<file path="src/rtl/vector_multiplication_writeback_pkg.sv">
// Shared types and constants for the vector multiplication writeback stage.
// The held payload and FSM state encodings live here so checkers can bind to them.
package vector_multiplication_writeback_pkg;

  localparam int DATA_WIDTH            = 64;
  localparam int REG_ADDR_WIDTH        = 5;
  localparam int STROBE_WIDTH          = DATA_WIDTH / 8;
  localparam int VECTOR_REGISTER_COUNT = 32;

  localparam logic [1:0] DISABLED_WIDENING_MODE = 2'b00;
  localparam logic [1:0] ENABLED_WIDENING_MODE  = 2'b01;

  typedef struct packed {
    logic [1:0] widening_mode;
  } execution_vector_t;

  typedef enum logic [1:0] {
    IDLE       = 2'd0,
    WRITE_LOW  = 2'd1,
    WRITE_HIGH = 2'd2
  } writeback_state_t;

  // Only what the second beat still needs; the first beat lives in the wr_* registers.
  typedef struct packed {
    logic                  widening;
    logic [DATA_WIDTH-1:0] vd_high;
  } writeback_payload_t;

  function automatic logic [REG_ADDR_WIDTH-1:0] next_register(input logic [REG_ADDR_WIDTH-1:0] idx);
    return idx + REG_ADDR_WIDTH'(1);
  endfunction

endpackage

</file>
<file path="src/rtl/vector_multiplication_writeback_if.sv">
// Register-file write port: valid/ready; a beat transfers on a cycle where wr_valid && wr_ready,
// and while wr_valid is high without wr_ready the address, data and strobe hold stable.
interface vector_multiplication_writeback_if
  import vector_multiplication_writeback_pkg::*;
();
  logic                      wr_valid;
  logic                      wr_ready;
  logic [REG_ADDR_WIDTH-1:0] wr_address;
  logic [DATA_WIDTH-1:0]     wr_data;
  logic [STROBE_WIDTH-1:0]   wr_strobe;

  modport master (output wr_valid, output wr_address, output wr_data, output wr_strobe,
                  input  wr_ready);
  modport slave  (input  wr_valid, input  wr_address, input  wr_data, input  wr_strobe,
                  output wr_ready);
endinterface

</file>
<file path="src/rtl/vector_multiplication_writeback.sv">
// Registers a multiplier result and writes it to the vector register file in one
// (non-widening) or two (widening) 64-bit beats; misaligned widening results are dropped.
module vector_multiplication_writeback
  import vector_multiplication_writeback_pkg::*;
(
  input  logic                              clk,
  input  logic                              rst_n,
  input  logic                              in_valid,
  output logic                              in_ready,
  input  execution_vector_t                 execution_vector,
  input  logic [REG_ADDR_WIDTH-1:0]         vd_index,
  input  logic [DATA_WIDTH-1:0]             vd,
  input  logic [DATA_WIDTH-1:0]             vd_high,
  input  logic [STROBE_WIDTH-1:0]           byte_mask,
  vector_multiplication_writeback_if.master wr,
  output logic                              retire,
  output logic                              misaligned_error,
  output writeback_state_t                  dbg_state
);

  writeback_state_t          state_q, state_d;
  writeback_payload_t        payload_q, payload_d;
  logic [REG_ADDR_WIDTH-1:0] wr_address_q, wr_address_d;
  logic [DATA_WIDTH-1:0]     wr_data_q, wr_data_d;
  logic [STROBE_WIDTH-1:0]   wr_strobe_q, wr_strobe_d;
  logic                      retire_q, retire_d;
  logic                      misaligned_q, misaligned_d;

  logic widening_in;
  logic final_beat;
  logic accept;
  logic load_new;

  always_comb begin
    widening_in = (execution_vector.widening_mode == ENABLED_WIDENING_MODE);
    final_beat  = (state_q == WRITE_HIGH) || ((state_q == WRITE_LOW) && !payload_q.widening);
    in_ready    = (state_q == IDLE) || (final_beat && wr.wr_ready);
    accept      = in_valid && in_ready;
    // An odd destination cannot host a register pair, so such a result is consumed without a beat.
    load_new    = accept && !(widening_in && vd_index[0]);
  end

  always_comb begin
    state_d      = state_q;
    payload_d    = payload_q;
    wr_address_d = wr_address_q;
    wr_data_d    = wr_data_q;
    wr_strobe_d  = wr_strobe_q;
    retire_d     = 1'b0;
    misaligned_d = accept && widening_in && vd_index[0];

    if ((state_q == WRITE_LOW) && wr.wr_ready && payload_q.widening) begin
      state_d      = WRITE_HIGH;
      wr_address_d = next_register(wr_address_q);
      wr_data_d    = payload_q.vd_high;
    end else if (final_beat && wr.wr_ready) begin
      retire_d = 1'b1;
      state_d  = IDLE;
    end

    if (load_new) begin
      state_d            = WRITE_LOW;
      payload_d.widening = widening_in;
      payload_d.vd_high  = vd_high;
      wr_address_d       = vd_index;
      wr_data_d          = vd;
      wr_strobe_d        = byte_mask;
    end
  end

  always_ff @(posedge clk or negedge rst_n) begin
    if (!rst_n) begin
      state_q      <= IDLE;
      payload_q    <= '0;
      wr_address_q <= '0;
      wr_data_q    <= '0;
      wr_strobe_q  <= '0;
      retire_q     <= 1'b0;
      misaligned_q <= 1'b0;
    end else begin
      state_q      <= state_d;
      payload_q    <= payload_d;
      wr_address_q <= wr_address_d;
      wr_data_q    <= wr_data_d;
      wr_strobe_q  <= wr_strobe_d;
      retire_q     <= retire_d;
      misaligned_q <= misaligned_d;
    end
  end

  // Every non-IDLE state is presenting a beat, so wr_valid is a pure decode of the state flops.
  assign wr.wr_valid       = (state_q != IDLE);
  assign wr.wr_address     = wr_address_q;
  assign wr.wr_data        = wr_data_q;
  assign wr.wr_strobe      = wr_strobe_q;
  assign retire            = retire_q;
  assign misaligned_error  = misaligned_q;
  assign dbg_state         = state_q;

endmodule
</file>
<file path="src/flat_wrapper.sv">
// flat-port wrapper written by rule: the top's interface ports become plain ports
module vector_multiplication_writeback_flat import vector_multiplication_writeback_pkg::*;
  (clk, rst_n, in_valid, in_ready, execution_vector, vd_index, vd, vd_high, byte_mask, retire, misaligned_error, dbg_state, wr_wr_valid, wr_wr_address, wr_wr_data, wr_wr_strobe, wr_wr_ready);
  vector_multiplication_writeback_if wr_i ();
  input  logic clk;
  input  logic rst_n;
  input  logic in_valid;
  output logic in_ready;
  input  execution_vector_t execution_vector;
  input  logic [REG_ADDR_WIDTH-1:0] vd_index;
  input  logic [DATA_WIDTH-1:0] vd;
  input  logic [DATA_WIDTH-1:0] vd_high;
  input  logic [STROBE_WIDTH-1:0] byte_mask;
  output logic retire;
  output logic misaligned_error;
  output writeback_state_t dbg_state;
  output wire logic [$bits(wr_i.wr_valid)-1:0] wr_wr_valid;
  output wire logic [$bits(wr_i.wr_address)-1:0] wr_wr_address;
  output wire logic [$bits(wr_i.wr_data)-1:0] wr_wr_data;
  output wire logic [$bits(wr_i.wr_strobe)-1:0] wr_wr_strobe;
  input wire logic [$bits(wr_i.wr_ready)-1:0] wr_wr_ready;
  assign wr_wr_valid = wr_i.wr_valid;
  assign wr_wr_address = wr_i.wr_address;
  assign wr_wr_data = wr_i.wr_data;
  assign wr_wr_strobe = wr_i.wr_strobe;
  assign wr_i.wr_ready = wr_wr_ready;
  vector_multiplication_writeback u_core (.clk(clk), .rst_n(rst_n), .in_valid(in_valid), .in_ready(in_ready), .execution_vector(execution_vector), .vd_index(vd_index), .vd(vd), .vd_high(vd_high), .byte_mask(byte_mask), .wr(wr_i), .retire(retire), .misaligned_error(misaligned_error), .dbg_state(dbg_state));
endmodule
</file>
<file path="config.mk">
export PLATFORM = sky130hd
export DESIGN_NAME = vector_multiplication_writeback_flat
export DESIGN_NICKNAME = d
export VERILOG_FILES = /design/src/rtl/vector_multiplication_writeback_pkg.sv /design/src/rtl/vector_multiplication_writeback_if.sv /design/src/rtl/vector_multiplication_writeback.sv /design/src/flat_wrapper.sv
export SDC_FILE = /design/constraint.sdc
export NUM_CORES = 1
export LEC_CHECK = 0
export CAP_MARGIN = 20
export CORE_MARGIN = 2
export CORE_UTILIZATION = 29
export CTS_CLUSTER_SIZE = 16
export DETAILED_ROUTE_END_ITERATION = 16
export GPL_TIMING_DRIVEN = 0
export SYNTH_ARGS = -nofsm -noshare
export SYNTH_HDL_FRONTEND = slang
export SYNTH_SLANG_ARGS = --single-unit
</file>
<file path="constraint.sdc">
create_clock -name clk -period 1.5 [get_ports clk]
set_input_delay 0.15 -clock clk [delete_from_list [all_inputs] [get_ports clk]]
set_output_delay 0.15 -clock clk [all_outputs]
set_load 0.02 [all_outputs]
</file>
; Yosys cells after proc, flatten, opt, wreduce, memory -nomap -nowiden
; Cells that the tools add are included.
[word_totals]
word_cells = 38
input_bits = 147
regBits = 146
out_inout_bits = 83
[op_classes]
eq_ne = 3
mux = 9
add_sub_neg = 1
n_reduce_logical = 17
[ops]
columns = operator, n
row1 = 2-to-1 mux 64 bit, 2
row2 = 2-to-1 mux 5 bit, 2
row3 = logical AND 1 bit, 9
row4 = 2-to-1 mux 2 bit, 3
row5 = "adder 5 x 1 -> 5 bit, second input constant", 1
row6 = "equality test 2 x 1 -> 1 bit, second input constant", 2
row7 = nonzero test 2 bit, 2
row8 = nonzero test 3 bit, 1
row9 = "equality test 2 bit, second input constant", 1
row10 = logical NOT 1 bit, 2
row11 = logical NOT 2 bit, 1
row12 = logical OR 1 bit, 2
row13 = 2-to-1 mux 1 bit, 2

; Depth between registers and ports, before layout
; Gate-level depths: netlist of run 1.
[logic_depth]
depth_word = 8
ltp_mapped = 6
mapped_depth_nobuf = 4

; Worst setup path before layout of run 1
; OpenSTA, ideal clock, no wires.
[synth_path]
kind = flip-flop to flip-flop
from = register u_core.state_q[1], in the netlist u_core.dbg_state[1]
to = register u_core.payload_q[64] in the netlist's numbering
t_required_ps = 1381
setup_ps = 119
path_slack_ps = -120
arrival_ps = 1502
path_buffers = 1
stages_incl_launch_ff = 6
synth_period_minus_slack_ps = 1620
cell_sequence = dfrtp_1 nor2_2 or3_1 buf_2 and3b_1 o21a_1
[synth_via]
elab_chain_cells = 7
elab_cells_between_ends = 9
cone_classes = eq/ne (2) / reduce/logical (7)
[synth_lines]
columns = element, line_no
row1 = from (decl), vector_multiplication_writeback.sv:21  ; writeback_state_t state_q, state_d;
row2 = from (signal assigned), vector_multiplication_writeback.sv:81  ; state_q <= state_d;
row3 = equality test 2 x 1 -> 1 bit, vector_multiplication_writeback.sv:36  ; final_beat = (state_q == WRITE_HIGH) || ((state_q == WRITE_LOW) && !payload_q.widening);
row4 = logical AND 1 bit, vector_multiplication_writeback.sv:36
row5 = logical OR 1 bit, vector_multiplication_writeback.sv:36
row6 = logical AND 1 bit, vector_multiplication_writeback.sv:37  ; in_ready = (state_q == IDLE) || (final_beat && wr.wr_ready);
row7 = logical OR 1 bit *, vector_multiplication_writeback.sv:37
row8 = net in_ready, flat_wrapper.sv:8  ; output logic in_ready;
row9 = logical AND 1 bit *, vector_multiplication_writeback.sv:38  ; accept = in_valid && in_ready;
row10 = logical AND 1 bit *, vector_multiplication_writeback.sv:40  ; load_new = accept && !(widening_in && vd_index[0]);
row11 = to (signal assigned), vector_multiplication_writeback.sv:82  ; payload_q <= payload_d;
row12 = to (decl), vector_multiplication_writeback.sv:22  ; writeback_payload_t payload_q, payload_d;
; Mark *: on every way through the listed nets, which the timed path passes. The rest lies on a longest branch.
; A chain may end at the register's enable or synchronous reset.

; Worst setup path in the final report of run 1
[layout_path]
from = register u_core.state_q[1], in the netlist u_core.dbg_state[1]
to = output port in_ready
[layout_via]
elab_chain_cells = 5
elab_cells_between_ends = 7
cone_classes = eq/ne (2) / reduce/logical (5)
[layout_lines]
columns = element, line_no
row1 = equality test 2 x 1 -> 1 bit, vector_multiplication_writeback.sv:36
row2 = logical AND 1 bit, vector_multiplication_writeback.sv:36
row3 = logical OR 1 bit, vector_multiplication_writeback.sv:36
row4 = logical AND 1 bit, vector_multiplication_writeback.sv:37
row5 = logical OR 1 bit *, vector_multiplication_writeback.sv:37
row6 = to (decl), flat_wrapper.sv:8
; Every way passes the cells marked *; elsewhere a longest branch is shown, timed or not.

==> results of run 1 <==
## synthesized netlist by cell type
library cell	instances
sky130_fd_sc_hd__nor3_1	1
sky130_fd_sc_hd__ha_1	1
sky130_fd_sc_hd__and4b_1	1
sky130_fd_sc_hd__dfrtp_1	146
sky130_fd_sc_hd__o311a_1	1
sky130_fd_sc_hd__nand3b_1	1
sky130_fd_sc_hd__nand4b_1	1
sky130_fd_sc_hd__o21a_1	1
sky130_fd_sc_hd__clkbuf_1	12
sky130_fd_sc_hd__a32oi_1	1
sky130_fd_sc_hd__nor2b_1	1
sky130_fd_sc_hd__buf_2	25
sky130_fd_sc_hd__and3b_1	1
sky130_fd_sc_hd__a31oi_1	62
sky130_fd_sc_hd__nand2b_1	1
sky130_fd_sc_hd__xor2_1	2
sky130_fd_sc_hd__buf_4	4
sky130_fd_sc_hd__or3_1	1
sky130_fd_sc_hd__nor2_1	67
sky130_fd_sc_hd__nand3_1	4
sky130_fd_sc_hd__nand2_1	346
sky130_fd_sc_hd__nor3b_1	1
sky130_fd_sc_hd__o311ai_2	1
sky130_fd_sc_hd__buf_6	5
sky130_fd_sc_hd__nor2_2	1
sky130_fd_sc_hd__a22oi_1	3
sky130_fd_sc_hd__nand4_1	2
sky130_fd_sc_hd__a41oi_1	1
sky130_fd_sc_hd__a21oi_1	3
sky130_fd_sc_hd__inv_1	5
sky130_fd_sc_hd__o21ai_1	2
sky130_fd_sc_hd__clkbuf_4	1
sky130_fd_sc_hd__o21ai_0	4
## routing by layer
| layer | global-route usage, % | vias up | share of wire [%] |
|---|---|---|---|
| met5 | 0 | - | 0 |
| met4 | 5.095 | 0 | 1.1 |
| met3 | 4.343 | 17 | 5.0 |
| met2 | 29.56 | 155 | 50 |
| met1 | 24.42 | 2728 | 44 |
| li1 | - | 2813 | - |
## worst max path at each step
stage               slack (ns)  cells past startpoint               endpoint
floorplan                -0.04                      6   u_core.wr.wr_data[0]
global placement         -6.66                      1    u_core.dbg_state[0]
detailed placement       -0.87                      6  u_core.wr.wr_data[31]
CTS                      -0.21                      3               in_ready
global route             -0.20                      3               in_ready
finish                   -0.13                      3               in_ready
## metrics by stage
stage / area [µm²] / TNS, ns / hold slack [ns]
floorplan: 6131 / -1.633 / -0.1456
global placement: 8767 / -967.88 / 0.4579
detailed placement: 8796 / -83.16 / 0.1788
CTS: 9429 / -18.47 / 0.2328
global route: 9878 / -15.25 / 0.2420
finish: 9878 / -4.543 / 0.2535
## critical path, cell delays in order (launching register included)
cell                      delay, ns
sky130_fd_sc_hd__dfrtp_2       0.44
sky130_fd_sc_hd__nor3b_4       0.07
sky130_fd_sc_hd__or3_4         0.41
sky130_fd_sc_hd__buf_6         0.14
## flip-flops by register name (all words and copies together), names as in the netlist
name                     cells
u_core.dbg_state             2
u_core.misaligned_error      1
u_core.payload_q            65
u_core.retire                1
u_core.wr.wr_address         5
u_core.wr.wr_data           64
u_core.wr.wr_strobe          8
## power by group through the flow
stage          clock network [µW]  registers [µW]  logic, µW
4_1_cts                      4630            6950       8030
6_report                     4550            6970       8610
2_1_floorplan                   0            8180       3250
3_3_place_gp                    0            7020       8260
5_1_grt                      4810            7220       9460
3_5_place_dp                    0            7010       8430
## repair_timing
action	4_1_cts	5_1_grt
hold buffers	1	0
buffers inserted	4	4
pin swaps	0	3
endpoints found under the hold margin	61	0
resized for setup	88	146
setup endpoints to repair	225	171
gates cloned	0	3
## cell families after synthesis
kind of cell               after synthesis  synth area share (%)
AOI/OAI and AO/OA                       79                 8.269
xor gates and xnor gates                 2                0.2859
adders and majority gates                1                0.2041
buffers and inverters                   52                 4.614
DFF                                    146                 59.62
and+or+nand+nor                        429                 27.01
## layout make-up
type / count / area, µm²
clock buffer: 20 / 436.7
multi-input combinational: 511 / 2285
inverter: 5 / 18.77
buffer: 46 / 504.2
sequential: 146 / 3657
clock inverter: 12 / 181.4
tap: 275 / 344.1
timing repair buffer: 242 / 2451
fill: 2034 / 11010
==> tab_implementation.tex, run 1 <==
\begin{tabular}{lr}
\hline
Metric & Value \\
\hline
\multicolumn{2}{l}{\textbf{Run status}} \\
\quad Outcome & finished with violations \\
\quad Violated checks & negative setup slack \\
\multicolumn{2}{l}{\textbf{Global routing}} \\
\quad Maximum number of pins on one net before global-route repair & 86 \\
\quad Initial antenna violation count & 1 \\
\quad GR Overflow Total & 0 \\
\quad Vias in the first global route & 5644 \\
\quad Total GRT Usage & 18.24\% \\
\quad First-pass GRT wire length & 31.17 mm \\
\multicolumn{2}{l}{\textbf{Synthesis}} \\
\quad Synthesis warning total & 0 \\
\quad Register area share after synthesis & 59.62\% \\
\quad Netlist cell types & 33 \\
\quad Number of flip-flops and latches in the synthesized netlist & 146 \\
\quad Number of instances in the synthesized netlist & 709 \\
\quad Post-Synthesis Cell Area & 6128 µm² \\
\quad Average size of a mapped cell & 8.644 µm² \\
\quad Area share of the largest cell type after synthesis & 59.62\% \\
\quad Cells taking the most area after synthesis & sky130\_fd\_sc\_hd\_\_dfrtp\_1 (60\%), sky130\_fd\_sc\_hd\_\_nand2\_1 (21\%), sky130\_fd\_sc\_hd\_\_a31oi\_1 (6.3\%) \\
\quad Cell taking the most area after synthesis & sky130\_fd\_sc\_hd\_\_dfrtp\_1 \\
\quad Post-Synthesis Net Count & 857 \\
\multicolumn{2}{l}{\textbf{STA}} \\
\quad Setup violations, final & 125 \\
\quad Shortest period the worst path allows & 1.627 ns \\
\quad Clock skew & 0.009790 ns \\
\quad RSZ-0062 raised after global routing & true \\
\quad Headroom to the max-slew limit & 58.85\% \\
\quad Actual slew at the worst max-slew pin & 0.6172 ns \\
\quad Max Freq & 614.8 MHz \\
\quad Final Worst Setup Slack & -0.1265 ns \\
\quad Count of final max-slew check failures & 0 \\
\quad Fraction of the cycle the final worst path needs & 108.4\% \\
\quad Final Hold Violating Endpoints & 0 \\
\multicolumn{2}{l}{\textbf{Cells and area}} \\
\quad Share of the core filled with cells in the final layout & 47.29\% \\
\quad Inserted Diodes & 0 \\
\quad Commonest non-fill, non-tap cells in the layout & sky130\_fd\_sc\_hd\_\_nand2\_1 (341), sky130\_fd\_sc\_hd\_\_clkdlybuf4s50\_1 (146), sky130\_fd\_sc\_hd\_\_dfrtp\_1 (143), sky130\_fd\_sc\_hd\_\_nor2\_1 (60), sky130\_fd\_sc\_hd\_\_a31oi\_1 (59) \\
\quad Layout cells sized above 1 & 11.71\% \\
\quad Nets & 1117 \\
\quad Most common library cell in the layout ignoring fill and taps & sky130\_fd\_sc\_hd\_\_nand2\_1 \\
\quad Synth-to-Final Area Change & 61.19\% \\
\quad Layout Cells excl Fill & 1257 \\
\multicolumn{2}{l}{\textbf{Routing}} \\
\quad Drt drc & 0 \\
\quad Violation count after the first detailed-route iteration & 284 \\
\quad Wire length reported by the detailed router & 20.28 mm \\
\quad Via density per instance & 4.545 \\
\quad Number of routed nets with antenna violations & 0 \\
\quad Length of the first detailed-routing pass in iterations & 7 \\
\quad Per-cell routed wire length & 16.13 µm \\
\quad Via total after detailed routing & 5713 \\
\multicolumn{2}{l}{\textbf{Die}} \\
\quad Boundary Pins & 230 \\
\quad Core footprint & 20890 µm² \\
\quad DIE AREA & 22310 µm² \\
\quad Vertical die dimension & 149.4 µm \\
\quad Die Width & 149.4 µm \\
\quad Std-Cell Rows & 53 \\
\quad Effective utilization at floorplan & 29.34\% \\
\multicolumn{2}{l}{\textbf{Worst setup path}} \\
\quad Destination of the worst register-to-register timing path & u\_core.wr.wr\_address[2] \\
\quad Required @ worst endpoint & 1.35 ns \\
\quad Beginning of the critical path & u\_core.dbg\_state[1] \\
\quad Classification of the worst setup path & reg -> out \\
\quad R2R cell count & 7 \\
\quad Minimum setup slack among reg-to-reg paths & -0.12 ns \\
\quad Source of the worst register-to-register timing path & u\_core.payload\_q[64] \\
\quad Arr. time, crit path & 1.48 ns \\
\quad Maximum fanout along the worst path & 6 \\
\quad Type of origin of the critical path & flip-flop \\
\quad Sort of element at the end of the critical path & primary output \\
\multicolumn{2}{l}{\textbf{Run}} \\
\quad Maximum Capacitance Violations & 0 \\
\multicolumn{2}{l}{\textbf{Power}} \\
\quad VDD IR-drop max & 0.0007578 V \\
\quad Cell Pwr Density & 2037 nW/µm² \\
\quad Portion of total power attributed to sequential cells & 34.6\% \\
\quad Clock share of power & 22.6\% \\
\quad Net switching component of the power & 7650 µW \\
\quad P\_leak & 0.004839 µW \\
\quad Fraction of power spent switching nets & 38.02\% \\
\quad Int Pwr & 12470 µW \\
\quad Combinational group share of total power & 42.8\% \\
\quad Post-route total power & 20120 µW \\
\multicolumn{2}{l}{\textbf{Place}} \\
\quad IO buf count & 229 \\
\quad Final RePlAce weighted congestion & 0.7612 \\
\quad Detailed Place HPWL & 13.91 mm \\
\quad Dpl cells & 1214 \\
\quad Pre-CTS setup slack & -0.8667 ns \\
\multicolumn{2}{l}{\textbf{Worst hold path}} \\
\quad Cell count of the worst hold path & 3 \\
\quad Worst hold start & vd\_high[49] \\
\quad Endpoint of the worst hold path & u\_core.payload\_q[49] \\
\quad Path category of the worst min-delay check & in -> reg \\
\multicolumn{2}{l}{\textbf{Clocking}} \\
\quad CTS clk-pin slew, worst paths & 0.07 ns \\
\quad Inserted Clock Buffers & 17 \\
\quad Clock Sink Count & 146 \\
\quad Number of buffers on the longest clock path & 2 \\
\quad Cell at the root of the clock tree & sky130\_fd\_sc\_hd\_\_clkbuf\_16 \\
\quad Maximum level of the CTS H-tree & 4 \\
\quad Insertion delay to the later sink of the worst-skew pair & 0.42 ns \\
\quad CTS tree & done \\
\hline
\end{tabular}
Power figures use the tool's default switching activity.
==> inputs of run 2 (changes only) <==
--- a/config.mk
+++ b/config.mk
@@ -7,10 +7,11 @@
 export LEC_CHECK = 0
 export CAP_MARGIN = 20
 export CORE_MARGIN = 2
-export CORE_UTILIZATION = 29
+export CORE_UTILIZATION = 40
 export CTS_CLUSTER_SIZE = 16
 export DETAILED_ROUTE_END_ITERATION = 16
 export GPL_TIMING_DRIVEN = 0
+export PLACE_DENSITY = 0.76
 export SYNTH_ARGS = -nofsm -noshare
 export SYNTH_HDL_FRONTEND = slang
 export SYNTH_SLANG_ARGS = --single-unit
==> run 2 against run 1 <==
Net effect:
- the flow still finishes with violations (negative setup slack)
- sequential power is 1% higher
- via count rose by 2.9%
- cell area is 2.1% higher
- worst setup slack worse by 0.057 ns
- largest cell class unchanged
- largest power group unchanged
==> tab_implementation.tex, run 2 (synthesis results as in run 1) <==
\begin{tabular}{lr}
\hline
Metric & Value \\
\hline
\multicolumn{2}{l}{\textbf{Worst setup path}} \\
\quad Required @ worst endpoint & 1.79 ns (was 1.35 ns) \\
\quad Sort of element at the end of the critical path & flip-flop (was primary output) \\
\quad Master of the slowest instance on the critical path & sky130\_fd\_sc\_hd\_\_dfrtp\_2 (unchanged) \\
\quad Series of cell instances along the critical path & nor3b\_4 > o311ai\_4 > buf\_6 > buf\_12 > clkbuf\_16 > nor2\_2 > a31oi\_1 (was nor3b\_4 > or3\_4 > buf\_6) \\
\quad Delay of the slowest cell on the worst path & 0.46 ns (was 0.44 ns) \\
\quad Arr. time, crit path & 1.98 ns (was 1.48 ns) \\
\quad Classification of the worst setup path & reg -> reg (was reg -> out) \\
\quad Maximum fanout along the worst path & 9 (was 6) \\
\quad R2R cell count & 7 (unchanged) \\
\quad Type of origin of the critical path & flip-flop (unchanged) \\
\multicolumn{2}{l}{\textbf{Cells and area}} \\
\quad Most common library cell in the layout ignoring fill and taps & sky130\_fd\_sc\_hd\_\_nand2\_1 (unchanged) \\
\quad Layout cells sized above 1 & 16.94\% (was 11.71\%) \\
\quad Multi-input logic area & 2489 µm² (was 2285 µm²) \\
\quad Synth-to-Final Area Change & 64.58\% (was 61.19\%) \\
\quad Filler Cells Inserted & 1191 (was 2034) \\
\quad Sequential cell area & 3657 µm² (unchanged) \\
\quad Number of flip-flops under the largest register name & 65 (unchanged) \\
\quad Most flop-heavy register & u\_core.payload\_q (unchanged) \\
\quad Commonest non-fill, non-tap cells in the layout & sky130\_fd\_sc\_hd\_\_nand2\_1 (331), sky130\_fd\_sc\_hd\_\_clkdlybuf4s50\_1 (157), sky130\_fd\_sc\_hd\_\_dfrtp\_1 (143), sky130\_fd\_sc\_hd\_\_dlygate4sd2\_1 (63), sky130\_fd\_sc\_hd\_\_a31oi\_1 (57) (was sky130\_fd\_sc\_hd\_\_nand2\_1 (341), sky130\_fd\_sc\_hd\_\_clkdlybuf4s50\_1 (146), sky130\_fd\_sc\_hd\_\_dfrtp\_1 (143), sky130\_fd\_sc\_hd\_\_nor2\_1 (60), sky130\_fd\_sc\_hd\_\_a31oi\_1 (59)) \\
\quad Nets & 1121 (was 1117) \\
\quad Layout Cells excl Fill & 1174 (was 1257) \\
\quad Share of the core filled with cells in the final layout & 66.84\% (was 47.29\%) \\
\quad Inserted Diodes & 0 (unchanged) \\
\quad Final design area excluding fillers & 10090 µm² (was 9878 µm²) \\
\multicolumn{2}{l}{\textbf{Power}} \\
\quad Portion of total power attributed to sequential cells & 33.5\% (was 34.6\%) \\
\quad Cell Pwr Density & 2087 nW/µm² (was 2037 nW/µm²) \\
\quad Combinational group share of total power & 42.9\% (was 42.8\%) \\
\quad Int Pwr & 13190 µW (was 12470 µW) \\
\quad VDD IR-drop max & 0.0009905 V (was 0.0007578 V) \\
\quad P\_leak & 0.004790 µW (was 0.004839 µW) \\
\quad Net switching component of the power & 7865 µW (was 7650 µW) \\
\quad Fraction of power spent switching nets & 37.36\% (was 38.02\%) \\
\quad Clock share of power & 23.6\% (was 22.6\%) \\
\multicolumn{2}{l}{\textbf{Run}} \\
\quad Maximum Capacitance Violations & 0 (unchanged) \\
\multicolumn{2}{l}{\textbf{Routing}} \\
\quad Per-cell routed wire length & 16.56 µm (was 16.13 µm) \\
\quad Via density per instance & 5.009 (was 4.545) \\
\quad Via total after detailed routing & 5881 (was 5713) \\
\quad Drt drc & 0 (unchanged) \\
\quad Wire length reported by the detailed router & 19.45 mm (was 20.28 mm) \\
\quad Length of the first detailed-routing pass in iterations & 5 (was 7) \\
\quad Number of routed nets with antenna violations & 0 (unchanged) \\
\quad Violation count after the first detailed-route iteration & 365 (was 284) \\
\multicolumn{2}{l}{\textbf{STA}} \\
\quad Actual slew at the worst max-slew pin & 0.6347 ns (was 0.6172 ns) \\
\quad RSZ-0062 raised after global routing & true (unchanged) \\
\quad Shortest period the worst path allows & 1.684 ns (was 1.627 ns) \\
\quad Count of final max-slew check failures & 0 (unchanged) \\
\quad Headroom to the max-slew limit & 57.69\% (was 58.85\%) \\
\quad TNS Setup & -14.07 ns (was -4.543 ns) \\
\quad Min Hold Slack & 0.2523 ns (was 0.2535 ns) \\
\quad Setup violations, final & 154 (was 125) \\
\quad Max Freq & 594.0 MHz (was 614.8 MHz) \\
\quad Clock skew & 0.006992 ns (was 0.009790 ns) \\
\quad Fraction of the cycle the final worst path needs & 112.2\% (was 108.4\%) \\
\quad Final Hold Violating Endpoints & 0 (unchanged) \\
\quad Final Worst Setup Slack & -0.1836 ns (was -0.1265 ns) \\
\multicolumn{2}{l}{\textbf{Place}} \\
\quad Detailed Place HPWL & 12.68 mm (was 13.91 mm) \\
\quad Area after detailed placement & 8687 µm² (was 8796 µm²) \\
\quad IO buf count & 229 (unchanged) \\
\quad Dpl cells & 1127 (was 1214) \\
\quad Final RePlAce weighted congestion & 0.8044 (was 0.7612) \\
\multicolumn{2}{l}{\textbf{Clocking}} \\
\quad Insertion delay to the later sink of the worst-skew pair & 0.42 ns (about the same) \\
\quad Number of buffers on the longest clock path & 2 (unchanged) \\
\quad Cell at the root of the clock tree & sky130\_fd\_sc\_hd\_\_clkbuf\_16 (unchanged) \\
\quad Inserted Clock Buffers & 17 (unchanged) \\
\quad Maximum level of the CTS H-tree & 4 (unchanged) \\
\quad CTS tree & done (unchanged) \\
\quad CTS clk-pin slew, worst paths & 0.06 ns (was 0.07 ns) \\
\quad Clock Sink Count & 146 (unchanged) \\
\multicolumn{2}{l}{\textbf{Die}} \\
\quad Core footprint & 15090 µm² (was 20890 µm²) \\
\quad Effective utilization at floorplan & 40.61\% (was 29.34\%) \\
\quad Boundary Pins & 230 (unchanged) \\
\quad Die Width & 127.8 µm (was 149.4 µm) \\
\quad DIE AREA & 16330 µm² (was 22310 µm²) \\
\quad Vertical die dimension & 127.8 µm (was 149.4 µm) \\
\quad Std-Cell Rows & 45 (was 53) \\
\multicolumn{2}{l}{\textbf{Run status}} \\
\quad Outcome & finished with violations (unchanged) \\
\quad Violated checks & negative setup slack (unchanged) \\
\multicolumn{2}{l}{\textbf{Worst hold path}} \\
\quad Cell count of the worst hold path & 3 (unchanged) \\
\quad Path category of the worst min-delay check & in -> reg (unchanged) \\
\multicolumn{2}{l}{\textbf{Global routing}} \\
\quad First-pass GRT wire length & 28.84 mm (was 31.17 mm) \\
\quad Maximum number of pins on one net before global-route repair & 81 (was 86) \\
\quad Total GRT Usage & 22.64\% (was 18.24\%) \\
\quad Initial antenna violation count & 0 (was 1) \\
\quad Vias in the first global route & 5650 (was 5644) \\
\quad GR Overflow Total & 0 (unchanged) \\
\hline
\end{tabular}
## run 2: final timing paths
check / endpoint / slack, ns / startpoint
setup / recovery: u_core.wr.wr_data[4] / -0.18 / u_core.payload_q[64]
min in group asynchronous: u_core.dbg_state[1] / 0.32 / rst_n
hold reg to reg: u_core.payload_q[30] / 0.47 / u_core.payload_q[30]
setup reg to reg: u_core.wr.wr_data[4] / -0.18 / u_core.payload_q[64]
max in group asynchronous: u_core.payload_q[0] / 0.38 / rst_n
hold / removal: u_core.payload_q[19] / 0.25 / vd_high[19]
## run 2: repair_timing
item                       in CTS  in global routing
hold buffers                    1                  0
pin swaps                       1                 14
setup endpoints to repair     225                163
hold endpoints to repair       66                  0
resized for setup             100                190
setup buffers                   4                  5
gates cloned                    0                  6
## run 2: power by group through the flow
stage                     Clock, µW  Sequential, µW  Combinational [µW]
final                          4980            7050                9020
after CTS                      5030            6960                7860
after floorplan                   0            8180                3250
after detailed placement          0            7030                8280
after global routing           5240            7250                9790
after global placement            0            7000                8120
## run 2: critical path, delay by kind of cell, from the launching register on
family	cells	cell delay [ns]
compound gates	2	0.19
simple gates	2	0.41
buf+inv	3	0.48
flops	1	0.46
## run 2: metrics by stage
step	worst slack, ns	power, µW
global placement	-6.228	15120
detailed placement	-0.6782	15310
floorplan	-0.04016	11430
finish	-0.1836	21050
global route	-0.2456	22290
CTS	-0.1964	19850
## run 2: final cells by class
class                      count  share of cell area (%)
buffer                        46                   5.272
inverter                       5                  0.1861
clock buffer                  19                   4.292
tap                          188                   2.332
multi-input combinational    511                   24.67
clock inverter                13                   2.543
timing repair buffer         246                   24.44
sequential                   146                   36.26
## run 2: routing by layer
layer	wire [µm]	GRT usage (%)	part of all wire, %
met1	8443	30.18	43
met2	9560	36.49	49
met3	891	4.382	4.6
met4	552	9.308	2.8
met5	0	0	0
==> inputs of run 3 (changes only) <==
--- a/config.mk
+++ b/config.mk
@@ -7,11 +7,11 @@
 export LEC_CHECK = 0
 export CAP_MARGIN = 20
 export CORE_MARGIN = 2
-export CORE_UTILIZATION = 40
+export CORE_UTILIZATION = 44
 export CTS_CLUSTER_SIZE = 16
 export DETAILED_ROUTE_END_ITERATION = 16
 export GPL_TIMING_DRIVEN = 0
-export PLACE_DENSITY = 0.76
+export PLACE_DENSITY = 0.8
 export SYNTH_ARGS = -nofsm -noshare
 export SYNTH_HDL_FRONTEND = slang
 export SYNTH_SLANG_ARGS = --single-unit
==> constraint.sdc (replaced) <==
create_clock -name clk -period 1.6 [get_ports clk]
set_input_delay 0.16 -clock clk [delete_from_list [all_inputs] [get_ports clk]]
set_output_delay 0.16 -clock clk [all_outputs]
set_load 0.02 [all_outputs]
==> run 3 against run 2 <==
Net effect:
- sequential cell count unchanged
- cell area fell by 4.9%
- critical endpoint is now in_ready
- final cell count shrank 1.6%
- highest routed layer unchanged
- die area down 8.8%
- routed wire length is 4.8% lower
- the run still ends with negative setup slack left
- register-to-register slack better by 0.18 ns
==> tab_implementation.tex, run 3 (synthesis results as in run 1) <==
\begin{tabular}{lr}
\hline
Metric & Value \\
\hline
\multicolumn{2}{l}{\textbf{Worst setup path}} \\
\quad Maximum fanout along the worst path & 7 (was 9) \\
\quad Type of origin of the critical path & flip-flop (unchanged) \\
\quad Classification of the worst setup path & reg -> out (was reg -> reg) \\
\quad Sort of element at the end of the critical path & primary output (was flip-flop) \\
\quad Source of the worst register-to-register timing path & u\_core.dbg\_state[0] (was u\_core.payload\_q[64]) \\
\quad Required @ worst endpoint & 1.44 ns (was 1.79 ns) \\
\quad Worst setup endpoint & in\_ready (was u\_core.wr.wr\_data[4]) \\
\quad Beginning of the critical path & u\_core.dbg\_state[0] (was u\_core.payload\_q[64]) \\
\quad Minimum setup slack among reg-to-reg paths & 0 ns (was -0.18 ns) \\
\quad Delay of the slowest cell on the worst path & 0.45 ns (was 0.46 ns) \\
\quad R2R cell count & 6 (was 7) \\
\quad Series of cell instances along the critical path & nor2b\_4 > or3\_4 > buf\_6 (was nor3b\_4 > o311ai\_4 > buf\_6 > buf\_12 > clkbuf\_16 > nor2\_2 > a31oi\_1) \\
\quad Destination of the worst register-to-register timing path & u\_core.wr.wr\_data[35] (was u\_core.wr.wr\_data[4]) \\
\quad Arr. time, crit path & 1.52 ns (was 1.98 ns) \\
\quad Master of the slowest instance on the critical path & sky130\_fd\_sc\_hd\_\_dfrtp\_2 (unchanged) \\
\multicolumn{2}{l}{\textbf{Die}} \\
\quad Boundary Pins & 230 (unchanged) \\
\quad Die Width & 122.0 µm (was 127.8 µm) \\
\quad Core footprint & 13720 µm² (was 15090 µm²) \\
\quad Effective utilization at floorplan & 44.67\% (was 40.61\%) \\
\quad Std-Cell Rows & 43 (was 45) \\
\quad Vertical die dimension & 122.0 µm (was 127.8 µm) \\
\quad DIE AREA & 14890 µm² (was 16330 µm²) \\
\multicolumn{2}{l}{\textbf{Global routing}} \\
\quad Maximum number of pins on one net before global-route repair & 77 (was 81) \\
\quad Vias in the first global route & 5732 (was 5650) \\
\quad Total GRT Usage & 25.09\% (was 22.64\%) \\
\quad First-pass GRT wire length & 28.80 mm (was 28.84 mm) \\
\quad Initial antenna violation count & 0 (unchanged) \\
\quad GR Overflow Total & 0 (unchanged) \\
\multicolumn{2}{l}{\textbf{Place}} \\
\quad Pre-CTS setup slack & -0.5922 ns (was -0.6782 ns) \\
\quad Final RePlAce weighted congestion & 0.8277 (was 0.8044) \\
\quad Detailed Place HPWL & 12.78 mm (was 12.68 mm) \\
\quad Area after detailed placement & 8677 µm² (was 8687 µm²) \\
\quad IO buf count & 229 (unchanged) \\
\multicolumn{2}{l}{\textbf{STA}} \\
\quad Fraction of the cycle the final worst path needs & 104.9\% \\
\quad TNS Setup & -0.09138 ns (was -14.07 ns) \\
\quad Shortest period the worst path allows & 1.679 ns \\
\quad RSZ-0062 raised after global routing & true (unchanged) \\
\quad Clock skew & 0.006994 ns (was 0.006992 ns) \\
\quad Headroom to the max-slew limit & 53.54\% (was 57.69\%) \\
\quad Setup violations, final & 6 (was 154) \\
\quad Final Hold Violating Endpoints & 0 (unchanged) \\
\quad Max Freq & 595.7 MHz \\
\quad Count of final max-slew check failures & 0 (unchanged) \\
\quad Final Worst Setup Slack & -0.07881 ns (was -0.1836 ns) \\
\quad Actual slew at the worst max-slew pin & 0.6969 ns (was 0.6347 ns) \\
\multicolumn{2}{l}{\textbf{Worst hold path}} \\
\quad Path category of the worst min-delay check & in -> reg (unchanged) \\
\quad Cell count of the worst hold path & 3 (unchanged) \\
\multicolumn{2}{l}{\textbf{Routing}} \\
\quad Number of routed nets with antenna violations & 0 (unchanged) \\
\quad Per-cell routed wire length & 16.04 µm (was 16.56 µm) \\
\quad Wire length reported by the detailed router & 18.52 mm (was 19.45 mm) \\
\quad Drt drc & 0 (unchanged) \\
\quad Via density per instance & 5.036 (was 5.009) \\
\quad Via total after detailed routing & 5817 (was 5881) \\
\quad Length of the first detailed-routing pass in iterations & 5 (unchanged) \\
\quad Violation count after the first detailed-route iteration & 350 (was 365) \\
\multicolumn{2}{l}{\textbf{Clocking}} \\
\quad CTS clk-pin slew, worst paths & 0.06 ns (about the same) \\
\quad Inserted Clock Buffers & 17 (unchanged) \\
\quad Clock Sink Count & 146 (unchanged) \\
\quad Cell at the root of the clock tree & sky130\_fd\_sc\_hd\_\_clkbuf\_16 (unchanged) \\
\quad Maximum level of the CTS H-tree & 4 (unchanged) \\
\quad CTS tree & done (unchanged) \\
\quad Number of buffers on the longest clock path & 2 (unchanged) \\
\quad Insertion delay to the later sink of the worst-skew pair & 0.42 ns (about the same) \\
\multicolumn{2}{l}{\textbf{Run status}} \\
\quad Violated checks & negative setup slack (unchanged) \\
\quad Outcome & finished with violations (unchanged) \\
\multicolumn{2}{l}{\textbf{Cells and area}} \\
\quad Layout cells sized above 1 & 10.05\% (was 16.94\%) \\
\quad Final design area excluding fillers & 9588 µm² (was 10090 µm²) \\
\quad Commonest non-fill, non-tap cells in the layout & sky130\_fd\_sc\_hd\_\_nand2\_1 (346), sky130\_fd\_sc\_hd\_\_clkdlybuf4s50\_1 (208), sky130\_fd\_sc\_hd\_\_dfrtp\_1 (143), sky130\_fd\_sc\_hd\_\_nor2\_1 (66), sky130\_fd\_sc\_hd\_\_a31oi\_1 (61) (was sky130\_fd\_sc\_hd\_\_nand2\_1 (331), sky130\_fd\_sc\_hd\_\_clkdlybuf4s50\_1 (157), sky130\_fd\_sc\_hd\_\_dfrtp\_1 (143), sky130\_fd\_sc\_hd\_\_dlygate4sd2\_1 (63), sky130\_fd\_sc\_hd\_\_a31oi\_1 (57)) \\
\quad Sequential cell area & 3657 µm² (unchanged) \\
\quad Most flop-heavy register & u\_core.payload\_q (unchanged) \\
\quad Nets & 1110 (was 1121) \\
\quad Multi-input logic area & 2250 µm² (was 2489 µm²) \\
\quad Synth-to-Final Area Change & 56.45\% (was 64.58\%) \\
\quad Filler Cells Inserted & 1060 (was 1191) \\
\quad Most common library cell in the layout ignoring fill and taps & sky130\_fd\_sc\_hd\_\_nand2\_1 (unchanged) \\
\quad Inserted Diodes & 0 (unchanged) \\
\quad Number of flip-flops under the largest register name & 65 (unchanged) \\
\multicolumn{2}{l}{\textbf{Power}} \\
\quad Int Pwr & 11910 µW (was 13190 µW) \\
\quad Cell Pwr Density & 1972 nW/µm² (was 2087 nW/µm²) \\
\quad Fraction of power spent switching nets & 37.00\% (was 37.36\%) \\
\quad Portion of total power attributed to sequential cells & 34.9\% (was 33.5\%) \\
\quad Combinational group share of total power & 42.8\% (was 42.9\%) \\
\quad Net switching component of the power & 6997 µW (was 7865 µW) \\
\quad Clock share of power & 22.3\% (was 23.6\%) \\
\quad P\_leak & 0.004589 µW (was 0.004790 µW) \\
\quad VDD IR-drop max & 0.001076 V (was 0.0009905 V) \\
\multicolumn{2}{l}{\textbf{Run}} \\
\quad Maximum Capacitance Violations & 0 (unchanged) \\
\hline
\end{tabular}
run 3: worst min-delay path by stage:
stage / start / end / slack (ns)
CTS: vd_high[25] / u_core.payload_q[25] / 0.25
detailed placement: rst_n / u_core.wr.wr_data[7] / 0.23
floorplan: rst_n / u_core.dbg_state[0] / -0.14
finish: vd_high[25] / u_core.payload_q[25] / 0.26
global placement: u_core.wr.wr_strobe[0] / u_core.wr.wr_strobe[0] / 0.46
global route: vd_high[16] / u_core.payload_q[16] / 0.26
run 3: power by group through the flow:
stage / registers [µW] / logic, µW / clock network [µW]
final: 6600 / 8090 / 4220
after global placement: 6530 / 7620 / 0
after CTS: 6560 / 7850 / 4260
after global routing: 6810 / 8780 / 4420
after detailed placement: 6570 / 7810 / 0
after floorplan: 7670 / 3050 / 0
run 3: layer usage:
layer  up-vias  GRT usage, %  part of all wire [%]
met5         -             0                     0
met4         0         9.698                   2.3
met2       210         41.97                    50
met3        32         4.541                   5.8
met1      2793         32.49                    42
li1       2782             -                     -
run 3: area by class of cell:
cell class | count | area share [%]
Inverter | 5 | 0.1957
Multi-Input combinational cell | 511 | 23.46
Sequential cell | 146 | 38.14
Buffer | 44 | 4.098
Tap cell | 180 | 2.349
Clock buffer | 23 | 5.298
Clock inverter | 9 | 1.305
Timing Repair Buffer | 237 | 25.15
run 3: worst max-delay path: cells and delay by family (launching register included):
| kind | cells | cell delay, ns |
|---|---|---|
| buffers and inverters | 1 | 0.15 |
| DFF | 1 | 0.45 |
| and+or+nand+nor | 2 | 0.50 |
run 3: through the flow:
stage / cells / total power (µW) / utilization (%) / hold WS [ns]
final: 1155 / 18910 / 69.89 / 0.2626
after detailed placement: 1119 / 14380 / 63.25 / 0.2334
after CTS: 1154 / 18670 / 68.24 / 0.2501
after floorplan: 709 / 10720 / - / -0.1356
after global routing: 1155 / 20010 / 69.89 / 0.2588
after global placement: 1118 / 14160 / 63.04 / 0.4566
run 3: what timing repair did:
action,in CTS,in global routing
gates resized for setup,35,108
pin swaps,0,3
hold buffers,1,0
setup endpoints to repair,151,149
gates cloned,0,1
setup buffers,2,3
endpoints found under the hold margin,75,0
==> edit, RTL diff (config.mk and constraints of run 3) <==
Change the package constant `ENABLED_WIDENING_MODE` from 2'b01 to 2'b00.
--- a/src/rtl/vector_multiplication_writeback_pkg.sv
+++ b/src/rtl/vector_multiplication_writeback_pkg.sv
@@ -10,3 +10,3 @@
   localparam logic [1:0] DISABLED_WIDENING_MODE = 2'b00;
-  localparam logic [1:0] ENABLED_WIDENING_MODE  = 2'b01;
+  localparam logic [1:0] ENABLED_WIDENING_MODE  = 2'b00;
 
Check against the original RTL: not equivalent (a bounded check fails within 4 cycles, from zero or initial values and one cycle with rst_n low).
==> edit against run 3 <==
- the flow still finishes with violations (setup timing)
- power up 13%
- setup slack worse by 0.088 ns
- area after synthesis shrank 1.3%
- cell area increased by 10%
- count of clock-buffer cells in the layout is 2 lower
- global-route usage is 0.083 points lower
- sequential cell count did not move
- routed wire length grew 7.9%
- critical path type is now flip-flop to flip-flop
- largest cell class unchanged
==> edit: results (changes against run 3) <==
Clock tree
  – Postcts setup bufs: 10 (was 2)
  – # resized after CTS: 86 (was 35)

Drt
  – Routed vias: 5476 (was 5817)
  – DRT iter0 DRCs: 256 (was 350)
  – Met2 Wirelength: 10300 um (was 9330 um)
  – Via density: 5.43 (was 5.04)
  – Post-Route M1 WL: 7710 um (was 7700 um)
  – Routed len/inst: 19.8 um (was 16.0 um)
  – Highest routed layer: met5 (was met4)

GRT
  – M2 GR Usage: 0.415 (was 0.420)
  – GR Util met1: 0.309 (was 0.325)
  – Initial antenna violation count: 1 (was 0)
  – First-pass GRT wire length: 28000 um (was 28800 um)
  – Tot GR Track Use: 0.250 (was 0.251)
  – Largest net degree at the start of global routing: 79 (was 77)
  – Met3 usage: 0.0738 (was 0.0454)

Place
  – Dpl cell area: 8700 um^2 (was 8680 um^2)
  – Dpl cells: 955 (was 1119)
  – Routability cong.: 0.811 (was 0.828)
  – Dpl ws: -0.869 ns (was -0.592 ns)

Power and ir drop
  – Leak: 4.55 nW (was 4.59 nW)
  – Peak VDD IR: 0.00116 V (was 0.00108 V)

Synthesis
  – Commonest cells post-synth: 146 x dfrtp_1, 125 x nand2_1, 72 x mux2_2, 70 x nor2_1, 62 x a31oi_1 (was 346 x nand2_1, 146 x dfrtp_1, 67 x nor2_1, 62 x a31oi_1, 25 x buf_2)
  – Sequential area share after synthesis: 0.604 (was 0.596)
  – Syn Nets: 697 (was 857)
  – Synth cell types: 29 (was 33)
  – Synth area leaders: dfrtp_1 60%, mux2_2 13%, nand2_1 7.8%, a31oi_1 6.4%, nor2_1 4.3% (was dfrtp_1 60%, nand2_1 21%, a31oi_1 6.3%, nor2_1 4.1%, buf_2 2.0%)

Worst setup path
  – Critical Path End: u_core.wr.wr_data[5]$_DFFE_PN0P_ (was in_ready)
  – CP Data Arrival Time: 2.07 ns (was 1.52 ns)
  – Crit-path max FO: 10 (was 7)
  – R2R cell count: 7 (was 6)
  – RR Startpoint: u_core.dbg_state[1]$_DFFE_PN0P_ (was u_core.dbg_state[0]$_DFFE_PN0P_)
  – Max stage delay on crit path: 0.47 ns (was 0.45 ns)

STA
  – Setup slack after layout: -0.167 ns (was -0.0788 ns)
  – Setup total negative slack: -16.69 ns (was -0.0914 ns)
  – Worst clock skew: 0.00679 ns (was 0.00699 ns)
  – Worst Tran Pin Value: 0.651 ns (was 0.697 ns)
  – Hold slack: 0.297 ns (was 0.263 ns)
  – Final number of setup-violating endpoints: 143 (was 6)

Outcome
  – Status: finished with violations (unchanged)
  – Failing checks: setup timing (unchanged)

Cells and area
  – Layout cells sized above 1: 0.292 (was 0.101)
  – Layout net count: 967 (was 1110)

Min path
  – Hold Crit Class: input port to asynchronous set/reset pin (was input port to flip-flop)
==> edit: cell types whose count changed after synthesis, sizes merged, moves of 4 or more <==
cell / delta
mux2: +72
nand2: -221
and3: +4
o21ai: -5
nand3: -4
buf: -12
==> edit: logic make-up after synthesis <==
kind of cell / count (synthesis) / share of synthesized area
adder cells (fa/ha/maj): 1 / 0.00207
flip-flops: 146 / 0.604
multiplexers: 72 / 0.134
buffers and inverters: 39 / 0.0329
AO/OA/AOI/OAI: 78 / 0.0842
XOR/XNOR: 2 / 0.00290
AND/OR/NAND/NOR: 211 / 0.139
==> edit: power by group <==
part | internal (mW) | switching, mW
Sequential | 5.58 | 1.19
Clock | 2.63 | 1.50
Combinational | 5.51 | 4.94
==> edit: area by class of cell <==
class | instances | area, um^2
Clock buffer | 21 | 450
Fill cell | 768 | 2780
Inverter | 3 | 11.3
Timing Repair Buffer | 252 | 2650
Sequential cell | 146 | 3660
Buffer | 35 | 433
Tap cell | 176 | 220
Multi-Input combinational cell | 364 | 2990
Clock inverter | 11 | 160
